===== config.mk =====
export PLATFORM = sky130hd
export DESIGN_NAME = cpu_controller
export DESIGN_NICKNAME = d
export VERILOG_FILES = /design/src/rtl/cpu_pkg.sv /design/src/rtl/cpu_controller_cond_check.sv /design/src/rtl/cpu_controller.sv
export SDC_FILE = /design/constraint.sdc
export NUM_CORES = 1
export LEC_CHECK = 0
export BUFFER_PORTS_ARGS = -buffer_cell sky130_fd_sc_hd__buf_2
export CAP_MARGIN = 30
export CORE_UTILIZATION = 45
export CTS_CLUSTER_DIAMETER = 150
export DETAILED_ROUTE_END_ITERATION = 10
export GPL_TIMING_DRIVEN = 0
export PLACE_DENSITY = 0.79
export SETUP_SLACK_MARGIN = 0.4
export SYNTH_ARGS = -nofsm -noshare
export SYNTH_HDL_FRONTEND = slang
export SYNTH_SLANG_ARGS = --single-unit

===== constraint.sdc =====
create_clock -name clk -period 2.2 [get_ports clk]
set_input_delay 0.22 -clock clk [delete_from_list [all_inputs] [get_ports clk]]
set_output_delay 0.22 -clock clk [all_outputs]
set_load 0.005 [all_outputs]

===== src/rtl/cpu_pkg.sv =====
// Shared types and encodings for the multi-cycle CPU controller:
// FSM states, opcode/ext fields, condition codes, PSR bit positions, result selects.
package cpu_pkg;

  typedef enum logic [2:0] {
    FETCH,
    DECODE,
    EXEC,
    MEM_RD,
    MEM_WB,
    MEM_WR
  } state_t;

  localparam logic [3:0] OP_REG   = 4'h0;
  localparam logic [3:0] OP_MEM   = 4'h4;
  localparam logic [3:0] OP_SHIFT = 4'h8;
  localparam logic [3:0] OP_BCOND = 4'hC;
  localparam logic [3:0] OP_CMP   = 4'hB;

  localparam logic [3:0] EXT_LOAD  = 4'h0;
  localparam logic [3:0] EXT_STOR  = 4'h4;
  localparam logic [3:0] EXT_JAL   = 4'h8;
  localparam logic [3:0] EXT_JCOND = 4'hC;

  localparam logic [3:0] CC_EQ = 4'h0;
  localparam logic [3:0] CC_NE = 4'h1;
  localparam logic [3:0] CC_CS = 4'h2;
  localparam logic [3:0] CC_CC = 4'h3;
  localparam logic [3:0] CC_HI = 4'h4;
  localparam logic [3:0] CC_LS = 4'h5;
  localparam logic [3:0] CC_GT = 4'h6;
  localparam logic [3:0] CC_LE = 4'h7;
  localparam logic [3:0] CC_FS = 4'h8;
  localparam logic [3:0] CC_FC = 4'h9;
  localparam logic [3:0] CC_LO = 4'hA;
  localparam logic [3:0] CC_HS = 4'hB;
  localparam logic [3:0] CC_LT = 4'hC;
  localparam logic [3:0] CC_GE = 4'hD;
  localparam logic [3:0] CC_UC = 4'hE;
  localparam logic [3:0] CC_NV = 4'hF;

  localparam int PSR_C = 0;
  localparam int PSR_L = 2;
  localparam int PSR_F = 5;
  localparam int PSR_Z = 6;
  localparam int PSR_N = 7;

  localparam logic [1:0] RES_SHIFT = 2'd0;
  localparam logic [1:0] RES_ALU   = 2'd1;
  localparam logic [1:0] RES_PC    = 2'd2;
  localparam logic [1:0] RES_LINK  = 2'd3;

  // Logical immediates (ANDI/ORI/XORI) take a zero-extended immediate.
  function automatic logic is_logical_imm(input logic [3:0] op);
    return (op == 4'h1) || (op == 4'h2) || (op == 4'h3);
  endfunction

endpackage


===== src/rtl/cpu_controller_cond_check.sv =====
// Combinational branch/jump condition evaluator: decodes a 4-bit condition
// code against the datapath PSR flags.
module cond_check
  import cpu_pkg::*;
(
  input  logic [3:0] i_cond,
  input  logic [7:0] i_psr,
  output logic       o_taken
);

  logic w_c, w_l, w_f, w_z, w_n;
  logic w_unused_psr;

  assign w_c = i_psr[PSR_C];
  assign w_l = i_psr[PSR_L];
  assign w_f = i_psr[PSR_F];
  assign w_z = i_psr[PSR_Z];
  assign w_n = i_psr[PSR_N];
  assign w_unused_psr = ^{i_psr[4:3], i_psr[1]};

  always_comb begin
    o_taken = 1'b0;
    case (i_cond)
      CC_EQ: o_taken = w_z;
      CC_NE: o_taken = !w_z;
      CC_CS: o_taken = w_c;
      CC_CC: o_taken = !w_c;
      CC_HI: o_taken = w_l;
      CC_LS: o_taken = !w_l;
      CC_GT: o_taken = w_n;
      CC_LE: o_taken = !w_n;
      CC_FS: o_taken = w_f;
      CC_FC: o_taken = !w_f;
      CC_LO: o_taken = !w_l && !w_z;
      CC_HS: o_taken = w_l || w_z;
      CC_LT: o_taken = !w_n && !w_z;
      CC_GE: o_taken = w_n || w_z;
      CC_UC: o_taken = 1'b1;
      CC_NV: o_taken = 1'b0;
      default: o_taken = 1'b0;
    endcase
  end

endmodule


===== src/rtl/cpu_controller.sv =====
// Multi-cycle control FSM for the 16-bit datapath: fetch, decode, execute and
// memory sequencing, with every datapath control decoded from state and ir.
module cpu_controller
  import cpu_pkg::*;
#(
  parameter int WIDTH = 16
) (
  input  logic             clk,
  input  logic             reset,
  input  logic [WIDTH-1:0] memdata,
  input  logic [7:0]       PSR,
  output logic             PCEN,
  output logic             PSREN,
  output logic             nextInstruction,
  output logic             updateAddress,
  output logic             StoreReg,
  output logic             WriteData,
  output logic             regWrite,
  output logic             ZeroExtend,
  output logic             PCinstruction,
  output logic             SrcB,
  output logic             shiftType,
  output logic             jumpEN,
  output logic             BranchEN,
  output logic             jalEN,
  output logic [3:0]       ALUcond,
  output logic [1:0]       chooseResult,
  output logic             memWrite,
  output logic             instrDone
);

  state_t           r_state, w_next_state;
  logic [WIDTH-1:0] r_ir;
  logic [3:0]       w_op, w_rd, w_ext, w_alu_sel;
  logic             w_is_alu, w_taken, w_unused_rs;

  assign w_op  = r_ir[15:12];
  assign w_rd  = r_ir[11:8];
  assign w_ext = r_ir[7:4];
  assign w_unused_rs = ^r_ir[3:0];

  // Every opcode except 0100/1000/1100 is an ALU op; 0000 is the register form.
  assign w_is_alu  = (w_op == OP_REG) || (w_op[1:0] != 2'b00);
  assign w_alu_sel = (w_op == OP_REG) ? w_ext : w_op;

  cond_check u_cond_check (
    .i_cond  (w_rd),
    .i_psr   (PSR),
    .o_taken (w_taken)
  );

  always_ff @(posedge clk or negedge reset) begin
    if (!reset) begin
      r_state <= FETCH;
      r_ir    <= '0;
    end else begin
      r_state <= w_next_state;
      if (nextInstruction) r_ir <= memdata;
    end
  end

  always_comb begin
    w_next_state    = r_state;
    PCEN            = 1'b0;
    PSREN           = 1'b0;
    nextInstruction = 1'b0;
    updateAddress   = 1'b0;
    StoreReg        = 1'b0;
    WriteData       = 1'b0;
    regWrite        = 1'b0;
    ZeroExtend      = 1'b0;
    PCinstruction   = 1'b0;
    SrcB            = 1'b0;
    shiftType       = 1'b0;
    jumpEN          = 1'b0;
    BranchEN        = 1'b0;
    jalEN           = 1'b0;
    ALUcond         = 4'h0;
    chooseResult    = RES_SHIFT;
    memWrite        = 1'b0;
    instrDone       = 1'b0;
    case (r_state)
      FETCH: begin
        updateAddress = 1'b1;
        w_next_state  = DECODE;
      end
      DECODE: begin
        updateAddress   = 1'b1;
        nextInstruction = 1'b1;
        w_next_state    = EXEC;
      end
      EXEC: begin
        instrDone    = 1'b1;
        w_next_state = FETCH;
        if (w_is_alu) begin
          ALUcond      = w_alu_sel;
          SrcB         = (w_op == OP_REG);
          ZeroExtend   = is_logical_imm(w_op);
          chooseResult = RES_ALU;
          WriteData    = 1'b1;
          PSREN        = 1'b1;
          PCEN         = 1'b1;
          regWrite     = (w_alu_sel != OP_CMP);
        end else if (w_op == OP_SHIFT) begin
          shiftType = w_ext[0];
          WriteData = 1'b1;
          regWrite  = 1'b1;
          PCEN      = 1'b1;
        end else if (w_op == OP_BCOND) begin
          PCinstruction = 1'b1;
          PCEN          = 1'b1;
          BranchEN      = w_taken;
        end else begin
          // OP_MEM group: the ext field selects the operation.
          case (w_ext)
            EXT_LOAD: begin
              instrDone    = 1'b0;
              w_next_state = MEM_RD;
            end
            EXT_STOR: begin
              instrDone    = 1'b0;
              w_next_state = MEM_WR;
            end
            EXT_JCOND: begin
              PCEN   = 1'b1;
              jumpEN = w_taken;
            end
            EXT_JAL: begin
              regWrite     = 1'b1;
              WriteData    = 1'b1;
              chooseResult = RES_LINK;
              jalEN        = 1'b1;
              jumpEN       = 1'b1;
              PCEN         = 1'b1;
            end
            default: PCEN = 1'b1;
          endcase
        end
      end
      MEM_RD: begin
        w_next_state = MEM_WB;
      end
      MEM_WB: begin
        regWrite     = 1'b1;
        PCEN         = 1'b1;
        instrDone    = 1'b1;
        w_next_state = FETCH;
      end
      MEM_WR: begin
        StoreReg     = 1'b1;
        memWrite     = 1'b1;
        PCEN         = 1'b1;
        instrDone    = 1'b1;
        w_next_state = FETCH;
      end
      default: w_next_state = FETCH;
    endcase
  end

endmodule


Word level (Yosys, flattened, before mapping)
Index checks and enable logic that the tools add are counted.

word-level totals
  register bits after elaboration = 19
  output and inout port bits = 22
  input bits = 26
  word-level logic and storage cells = 105

cells by class
  reduce and logical (&&, ||, !) cells = 20
  equality and inequality tests = 29
  multiplexer cells = 54

operators with widths
  operator                                              number
  equality test 4 bit (second input constant)           12
  two-way mux 1 bit                                     37
  equality test 4 x 3 -> 1 bit (second input constant)  5
  equality test 4 x 2 -> 1 bit (second input constant)  4
  case mux 1 bit (16 select lines)                      1
  logical NOT 4 bit                                     3
  two-way mux 4 bit                                     3
  case mux 3 bit (4 select lines)                       1
  two-way mux 2 bit                                     5
  two-way mux 3 bit                                     3
  equality test 4 x 1 -> 1 bit (second input constant)  2
  equality test 3 x 2 -> 1 bit (second input constant)  2
  equality test 3 bit (second input constant)           2
  case mux 1 bit (2 select lines)                       3
  case mux 3 bit (2 select lines)                       1
  OR reduction 2 bit                                    3
  logical NOT 1 bit                                     5
  logical OR 1 bit                                      5
  != test 4 bit (second input constant)                 1
  equality test 3 x 1 -> 1 bit (second input constant)  1
  logical NOT 3 bit                                     1
  logical AND 1 bit                                     2
  nonzero test 2 bit                                    1

Depth between registers and ports, before layout
  depth in word-level cells = 8
  gate-level depth with buffers = 6
  gate-level depth less buffers = 5

Modules after synthesis
Synthesis repeated with hierarchy kept, for this count alone.

unflattened totals
  cells, all modules = 115
  area, all modules = 1129.8 um^2

by module, submodules not included
  module          cells an instance  instances  area each (um^2)  sequential area each (um^2)
  cpu_controller  92                 1          945.9             375.4
  cond_check      23                 1          183.9             0.0

Worst setup path after synthesis
Ideal clock, no wire load.

  path kind = register to output
  start point = register r_state[2]
  end point = output jumpEN
  setup slack = 384 ps
  data required time = 1980 ps
  cell stages (with the launch flop) = 6
  path buffers = 0
  arrival time = 1596 ps
  cells stage by stage = dfrtp_1 -> or3b_4 -> nand4b_4 -> a311oi_2 -> o311a_1 -> o2111a_1

between the ends
  cells in the longest elaborated chain, start to end = 2

ends and longest elaborated chain
  what                          RTL line              RTL
  start, declared               cpu_controller.sv:32  state_t r_state, w_next_state;
  start signal, assigned        cpu_controller.sv:57  r_state <= w_next_state;
  equality test 3 x 2 -> 1 bit  cpu_controller.sv:82  case (r_state)
  two-way mux 1 bit             cpu_controller.sv:82
  end, declared                 cpu_controller.sv:23  output logic jumpEN,

No other way between the ends.

Final worst setup path
  start point = register r_ir[13]
  end point = output regWrite

between the ends
  cells in the longest elaborated chain, start to end = 5
  elaborated cells between the ends (all ways) = 11
  those cells by class = eq/ne (3); mux (5); reduce/logical (3)

ends and longest elaborated chain
  what                                                      RTL line                                                           RTL
  start, declared                                           cpu_controller.sv:33                                               logic [WIDTH-1:0] r_ir;
  start signal, assigned                                    cpu_controller.sv:58                                               if (nextInstruction) r_ir <= memdata;
  logical NOT 4 bit or equality test 4 bit (tied branches)  cpu_controller.sv:43, cpu_controller.sv:44, cpu_controller.sv:109
  two-way mux 4 bit or two-way mux 1 bit (tied branches)    cpu_controller.sv:44, cpu_controller.sv:109
  != test 4 bit or two-way mux 1 bit (tied branches)        cpu_controller.sv:103, cpu_controller.sv:104
  two-way mux 1 bit *                                       cpu_controller.sv:95                                               if (w_is_alu) begin
  case mux 1 bit (2 select lines) *                         cpu_controller.sv:82
  end, declared                                             cpu_controller.sv:18                                               output logic regWrite,

Mark *: on every way between the ends. The rest lies on a longest branch, timed or not.

==> results.yml <==
timing:
  grt_setup_unrepaired: "yes"
  fin_crit_sh_pct: 106
  fmax_ghz: 0.428
  setup_tns_ns: -0.183
  min_period_ns: 2.34
  finalClockSkew_ns: 0.00903
  max_slew_margin_pct: 76.8
  layout_setup_ws_ns: -0.139
  setup_violations: 2
  worst_slew_pin_slew_ns: 0.348
  hold_viol: 0
  maxSlewViolCount: 0
drt:
  drt-total-wl_um: 3370
  vias: 1156
  wl_met2_um: 1770
  met1_length_um: 1350
  wl_per_cell_um: 16.5
  drc: 0
  vias_per_cell: 5.67
  detail_route.iter0.violations: 30
  topRoutingLayerUsed: "met4"
  wl_met3_um: 147
  final_antenna_net_count: 0
  first_pass_iters: 5
floorplanning:
  die_x_um: 49.4
  fp.dieH_um: 49.4
  initial_core_util_pct: 49.4
  num_rows: 16
  core_area_sq_um: 2040
  num_io_pins: 48
  die-area_sq_um: 2440
synth:
  synthCells: 111
  synth_mux_area_share_pct: 11.0
  netlist_area_sq_um: 1010
  yosysTopAreaCell: "dfrtp_1"
  synth_area_leaders: "dfrtp_1, mux2_2, nor2_1, o21ai_0, nor3b_1"
  synth.distinct_cells: 40
  yosysTopAreaCellShare_pct: 37.2
  yosys.area_share.simple_pct: 27.0
  synth_xor_area_share_pct: 1.73
  synth_top_family_by_area: "simple AND/OR/NAND/NOR gates"
  syn_avg_cell_area_sq_um: 9.10
  synthAdderAreaFrac_pct: 0
  synth_warnings: 0
  ys.flop_type: "dfrtp_1"
  yosysSeqAreaShare_pct: 37.2
  async_flop_share_pct: 100
  ys_top_cells_by_count: "dfrtp_1, nor2_1, mux2_2"
  synth_seq_cells: 15
  synth_edf_count: 0
  syn-num-nets: 137
  synth-compound-area-share_pct: 16.7
placement:
  placed_area_sq_um: 1240
  gp_congestion: 0.850
  io_buffers: 40
  dp_hpwl_um: 1880
critical_path:
  path_delay_family: "simple AND/OR/NAND/NOR gates"
  critPathLaunch: "r_ir[13]$_DFFE_PN0P_"
  critical_path.max_fanout: 8
  critical_path_arrival_ns: 2.12
  crit_buf_inv: 2
  cp_cell_sequence: "or2_1 > clkbuf_8 > nor4b_2 > a21oi_1 > or3_1 > o2bb2ai_2 > buf_2"
  crit_slowest_cell: "dfrtp_1"
  reg2reg_from: "r_ir[13]$_DFFE_PN0P_"
  path_class: "register to output pin"
  endpoint_kind: "output pin"
  crit_path_start_kind: "register"
  critPathMaxStageDelay_ns: 0.41
  required_ns: 1.98
grt:
  grt_start_max_net_pins: 16
  grt-ovfl-total: 0
  grt_pass1_vias: 1027
  grt_pass1_wl_um: 4670
  grt_util_all_layers_pct: 25.0
  antenna_found_initial: 0
hold_path:
  min_from: "memdata[15]"
  hold_path.class: "primary input to register"
power_and_ir_drop:
  p_leak_nw: 0.782
  peakVddDrop_uv: 906
  powerDensity_nw_per_um2: 1430
  p_total_w: 0.00235
run:
  drv_cap: 0
outcome:
  violations: "negative setup slack"
  status: "complete, but fails checks"
cts:
  clkTransAtPathRegs_ns: 0.09
  cts_buffer_depth: 2
  cts_tree: "done"
  clockRootBuffer: "clkbuf_4"
  cts_buffers: 3
  insertion_delay_ns: 0.28
  htree_levels: 1
  cts_sinks: 15
final_layout:
  fin_util_pct: 80.5
  area_growth_pct: 62.7
  fin_area_sq_um: 1640
  diodes: 0
  final_nets: 204
  drive_gt1_share_pct: 61.6
## metrics by stage
stage / instances / hold WS [ns] / setup WS [ns]
after detailed placement: 178 / 0.145 / 0.165
after CTS: 194 / 0.136 / -0.0723
after floorplan: 111 / -0.0756 / 0.410
final: 204 / 0.142 / -0.139
after global placement: 178 / 0.138 / 0.206
after global routing: 204 / 0.153 / -0.266
## layer usage
layer | track usage (%) | vias up
met2 | 45.2 | 45
met4 | 5.71 | 0
met1 | 31.6 | 559
met3 | 3.12 | 10
li1 | - | 542
met5 | 0 | -
## report_power, final
group	internal, W	switching [W]
Clock	0.0000703	0.0000853
Sequential	0.000415	0.000170
Combinational	0.000808	0.000800
Total	0.00129	0.00106
## registers in the layout, indices dropped and copies added (netlist names)
name,count
r_ir,12
r_state,3
## cells by family after synthesis
kind of cell | Yosys count
buf+inv | 14
flops | 15
compound gates | 24
simple gates | 46
mux | 10
xor+xnor | 2
## final cells by class
cell class | instances | area (sq um)
repair buffers | 62 | 382
inverters | 5 | 18.8
flip-flops and latches | 15 | 377
fillers | 135 | 399
plain buffers | 9 | 90.1
well taps | 27 | 33.8
clock buffers | 4 | 26.3
multi-input cells | 82 | 716
## cell usage in the layout, fill, tap and decap left out, types with 2 or more instances in the layout
cell | Yosys | routed
buf_2 | 0 | 39
a21oi_1 | 3 | 2
nor3b_1 | 4 | 2
nor2_1 | 15 | 6
clkbuf_4 | 0 | 4
inv_1 | 5 | 5
nor3_2 | 1 | 2
nor2_4 | 0 | 4
buf_4 | 3 | 21
dfrtp_1 | 15 | 14
buf_6 | 0 | 6
o21ai_0 | 6 | 4
nand2_1 | 6 | 6
nand4b_1 | 2 | 2
mux2_2 | 9 | 9
nor3_4 | 0 | 2
a211oi_1 | 2 | 2
nor2_2 | 0 | 5
a22oi_1 | 2 | 2
a31oi_1 | 4 | 3
## timing repair
item,4_1_cts,5_1_grt
endpoints found under the hold margin,15,0
pin swaps,7,13
buffers inserted,10,10
setup endpoints to repair,19,18
resized for setup,26,35
cloned,1,0
hold buffers,1,0
## worst reg2reg max path, cell delays in order (launching register included)
cell and delay (ns):
dfrtp_1 0.41, or2_1 0.26, clkbuf_8 0.18, nor2_4 0.09, and4b_2 0.29, buf_4 0.13
a21oi_1 0.06, nor3b_1 0.19
## final timing paths
path | depth (start not counted) | slack (ns) | to
min in group asynchronous | 2 | 0.37 | r_ir[14]$_DFFE_PN0P_
setup reg to reg | 7 | 0.50 | r_state[2]$_DFF_PN0_
hold reg to reg | 2 | 0.58 | r_state[0]$_DFF_PN0_
hold / removal | 3 | 0.14 | r_ir[15]$_DFFE_PN0P_
setup / recovery | 7 | -0.14 | regWrite
max in group asynchronous | 2 | 1.56 | r_ir[10]$_DFFE_PN0P_
Power figures use the tool's default switching activity.
